===== src/rtl/dcache_ctrl.sv =====
// dcache_ctrl: direct-mapped write-back write-allocate data cache with line-wide memory handshake
module dcache_ctrl #(
    parameter int INDEX_W = 4
) (
    input  logic          clk_i,
    input  logic          rst_i,
    input  logic          cpu_req_i,
    input  logic          cpu_we_i,
    input  logic [31:0]   cpu_addr_i,
    input  logic [31:0]   cpu_data_i,
    output logic [31:0]   cpu_data_o,
    output logic          cpu_stall_o,
    output logic          mem_req_o,
    output logic          mem_we_o,
    output logic [31:0]   mem_addr_o,
    output logic [127:0]  mem_data_o,
    input  logic [127:0]  mem_data_i,
    input  logic          mem_ack_i
);
    localparam int LINES = 1 << INDEX_W;
    localparam int TAG_W = 28 - INDEX_W;

    typedef enum logic [1:0] {IDLE, WRITEBACK, ALLOCATE} state_t;

    state_t               state_q, state_d;
    logic [LINES-1:0]     valid_q, dirty_q;
    logic [TAG_W-1:0]     tag_q [LINES];
    logic [127:0]         data_q [LINES];

    logic [TAG_W-1:0]     req_tag;
    logic [INDEX_W-1:0]   idx;
    logic [1:0]           off;
    logic                 hit, refill, store_hit;
    logic                 unused_byte_bits;

    assign req_tag          = cpu_addr_i[31:4+INDEX_W];
    assign idx              = cpu_addr_i[3+INDEX_W:4];
    assign off              = cpu_addr_i[3:2];
    assign unused_byte_bits = ^cpu_addr_i[1:0];

    assign hit         = (state_q == IDLE) & valid_q[idx] & (tag_q[idx] == req_tag);
    assign refill      = (state_q == ALLOCATE) & mem_ack_i & ~rst_i;
    assign store_hit   = cpu_req_i & cpu_we_i & hit;
    assign cpu_stall_o = cpu_req_i & ~hit;
    assign cpu_data_o  = (cpu_req_i & hit & ~cpu_we_i) ? data_q[idx][{off, 5'b0} +: 32] : '0;
    assign mem_data_o  = data_q[idx];

    // Miss sequencing: victim write-back when dirty, then line fetch; memory outputs follow the state
    always_comb begin
        state_d    = state_q;
        mem_req_o  = 1'b0;
        mem_we_o   = 1'b0;
        mem_addr_o = {req_tag, idx, 4'b0};
        case (state_q)
            IDLE: begin
                if (cpu_req_i && !hit)
                    state_d = (valid_q[idx] && dirty_q[idx]) ? WRITEBACK : ALLOCATE;
            end
            WRITEBACK: begin
                mem_req_o  = 1'b1;
                mem_we_o   = 1'b1;
                mem_addr_o = {tag_q[idx], idx, 4'b0};
                if (mem_ack_i)
                    state_d = ALLOCATE;
            end
            ALLOCATE: begin
                mem_req_o = 1'b1;
                if (mem_ack_i)
                    state_d = IDLE;
            end
            default: state_d = IDLE;
        endcase
    end

    // State register; reset abandons any transfer in flight
    always_ff @(posedge clk_i) begin
        if (rst_i)
            state_q <= IDLE;
        else
            state_q <= state_d;
    end

    // Line status: refill makes a line valid and clean, a store hit marks it dirty
    always_ff @(posedge clk_i) begin
        if (rst_i) begin
            valid_q <= '0;
            dirty_q <= '0;
        end else if (refill) begin
            valid_q[idx] <= 1'b1;
            dirty_q[idx] <= 1'b0;
        end else if (store_hit) begin
            dirty_q[idx] <= 1'b1;
        end
    end

    // Line contents and tags are left uninitialised; valid guards every use
    always_ff @(posedge clk_i) begin
        if (refill) begin
            data_q[idx] <= mem_data_i;
            tag_q[idx]  <= req_tag;
        end else if (store_hit) begin
            data_q[idx][{off, 5'b0} +: 32] <= cpu_data_i;
        end
    end
endmodule


===== config.mk =====
export PLATFORM = sky130hd
export DESIGN_NAME = dcache_ctrl
export DESIGN_NICKNAME = d
export VERILOG_FILES = /design/src/rtl/dcache_ctrl.sv
export SDC_FILE = /design/constraint.sdc
export NUM_CORES = 2
export LEC_CHECK = 0
export ABC_AREA = 1
export CAP_MARGIN = 10
export CELL_PAD_IN_SITES_DETAIL_PLACEMENT = 1
export CELL_PAD_IN_SITES_GLOBAL_PLACEMENT = 2
export CORE_MARGIN = 5
export CORE_UTILIZATION = 43
export CTS_BUF_LIST = sky130_fd_sc_hd__clkbuf_8 sky130_fd_sc_hd__clkbuf_16
export CTS_CLUSTER_DIAMETER = 60
export DETAILED_ROUTE_END_ITERATION = 6
export HOLD_SLACK_MARGIN = 0.03
export MAX_ROUTING_LAYER = met4
export PLACE_DENSITY = 0.9
export SLEW_MARGIN = 30
export SYNTH_ARGS = -nofsm -noshare
export SYNTH_HDL_FRONTEND = slang
export SYNTH_SLANG_ARGS = --single-unit

===== constraint.sdc =====
create_clock -name clk_i -period 5 [get_ports clk_i]
set_input_delay 0.75 -clock clk_i [delete_from_list [all_inputs] [get_ports clk_i]]
set_output_delay 0.75 -clock clk_i [all_outputs]
set_load 0.05 [all_outputs]

==> flow_summary.ini <==
[timing]
finalCritPeriodShare = 0.996
tightest_slew_ps = 932
hold_violations = 0
skew_ps = 99.1
tns_ps = 0
slew_viol_final = 0
finalSetupViolCount = 0
slew_headroom = 0.379
period_needed_ps = 4980
max_freq_mhz = 201

[pwr]
irDropWorstVdd_uv = 403
power_mw = 45.9
powerDensity_nw_per_um2 = 378
p_leak_nw = 43.5

[cells_and_area]
final_cells = 11300
final_common_cell = edfxtp_1
fillers = 21700
multi_input_area_um2 = 20900
area_growth_syn_to_layout_pct = 25.1
final_cell_mix = 2,432 x edfxtp_1, 1,810 x nand2_1, 1,024 x a22oi_1
drive_above_1_share = 0.162
regArea_um2 = 73700
layout.nets = 8308
final_area_um2 = 122000

[synth]
syn_area_um2 = 97200
synth_cell_types = 32
synthCells = 7228
yosys_warnings = 0
ys_ff_latch = 2466
synth-edff-count = 2432
async_flop_share = 0
seq_area_frac_synth = 0.758
synth_area_per_cell_um2 = 13.4
synth_flop_cell = edfxtp_1

[critical_path]
crit_required_ps = 4250
endpoint_kind = output pin
reg2regPathDepth = 23
worstPathMaxFanout = 41
cp-start-kind = input pin
crit_type = input pin to output pin
cp_data_arrival_time_ps = 4230

[clock_tree]
root_buffer = clkbuf_16
cts.sinks = 2466
htree_num_levels = 4
path_clk_slew_ps = 60
clockBufferDepth = 3
insertion_delay_ps = 910
cts-buffers-inserted = 237
cts_tree = built

[floorplanning]
die_area_um2 = 236000
start_util = 0.432
die_y_um = 485
die_w_um = 485
coreArea_um2 = 225000
row_count = 174
io_pins = 392

[global_route]
first_global_vias = 74300
grt_max_degree = 99
antenna_found_initial = 29
overflow = 0
grt_first_pass_wirelength_um = 546000
grt_usage = 0.331

[min_path]
hold_class = register to register
hold_depth = 2

[flow_run]
drv_cap = 0

[placement]
placed_cell_area_um2 = 114000
place_congestion = 0.923
dp_cells = 10900
place.port_buffers = 385
dp_hpwl_um = 242000

[status]
outcome = completed

[detailed_routing]
num_vias = 71300
drt_iter0_drc = 10300
drt_pass1_iterations = 7
wl_per_cell_um = 34.3
drc = 0
final_antenna_net_count = 0
vias_per_cell = 6.29
drt_wl_total_um = 388000
==> layout make-up <==
type	instances	area share
Timing Repair Buffer	1100	0.122
Clock inverter	201	0.0134
Clock buffer	241	0.0492
Tap cell	2992	0.0308
Inverter	194	0.00619
Sequential cell	2466	0.606
Antenna cell	28	0.000576
Multi-Input combinational cell	4104	0.172
==> critical path, stage by stage <==
cell and delay (ps):
buf_4 180, inv_4 240, buf_6 240, nor2_4 60, buf_12 170, buf_12 200
buf_4 330, a22oi_1 370, a21oi_1 170, or4_1 710, o21ai_0 250, a21oi_1 140
buf_4 160, buf_12 140
==> cells in the mapped netlist, types with 4 or more instances <==
master,n,share of area
or3_1,16,0.0010
buf_4,28,0.0022
a21oi_1,378,0.019
o21ai_1,4,0.00021
inv_2,6,0.00023
nor3_1,36,0.0019
o21ai_0,115,0.0059
nor2_1,327,0.013
ha_1,8,0.0010
o21ai_2,4,0.00036
nand4_1,60,0.0039
o21bai_1,8,0.00062
o22ai_1,9,0.00058
inv_1,187,0.0072
clkbuf_1,298,0.012
nor2_2,5,0.00032
dfxtp_1,34,0.0070
a22oi_1,1024,0.079
nand3_1,210,0.011
buf_2,71,0.0037
or2_2,16,0.0010
nand2_1,1812,0.070
buf_1,69,0.0027
edfxtp_1,2432,0.75
or4_1,64,0.0049
==> through the flow <==
stage / hold WS (ps) / util / setup slack [ps]
2_1_floorplan: 427 / - / 375
3_3_place_gp: 438 / 0.506 / 135
3_5_place_dp: 442 / 0.506 / 85.8
4_1_cts: 455 / 0.540 / 76.3
5_1_grt: 470 / 0.541 / -26.4
6_report: 457 / 0.541 / 20.2
==> power by group <==
part / switching (mW) / internal, mW
registers: 0.0386 / 22.8
clock network: 8.14 / 9.65
logic: 3.44 / 1.83
total: 11.6 / 34.3
==> path summary, 6_finish.rpt <==
kind	startpoint	endpoint	slack, ps
max reg2reg	tag_q[1][19]	data_q[4][5]	1080
min reg2reg	valid_q[7]	valid_q[7]	460
max	cpu_addr_i[4]	cpu_data_o[30]	20
min	valid_q[7]	valid_q[7]	460
==> sequential cells by signal (all words and copies together), names as in the netlist, named ones only <==
register / cells
data_q: 2048
tag_q: 384
state_q: 2
valid_q: 16
==> routing by layer <==
layer  global-route usage  vias up  part of all wire
met5                    -        -                 0
met4                0.229        0             0.083
met3               0.0835     1468              0.11
met2                0.507     5265              0.46
met1                0.387    35800              0.34
li1                     -    28700                 -
==> timing repair <==
| item | in CTS | in global routing |
|---|---|---|
| setup buffers | 0 | 1 |
| hold buffers | 0 | 0 |
| resized for setup | 0 | 7 |
| endpoints found under the setup margin | 0 | 8 |
==> logic make-up (layout without fill, tap and decap cells) <==
logic type | after synthesis | in the layout | synth area share
AND/OR/NAND/NOR | 2549 | 2549 | 0.107
other | 1 | 32 | 0.0000386
XOR/XNOR | 1 | 1 | 0.0000901
AO/OA/AOI/OAI | 1542 | 1542 | 0.106
adder cells (fa/ha/maj) | 8 | 8 | 0.00103
buffers and inverters | 661 | 1736 | 0.0276
flip-flops | 2466 | 2466 | 0.758
(Power assumes the default switching activity.)
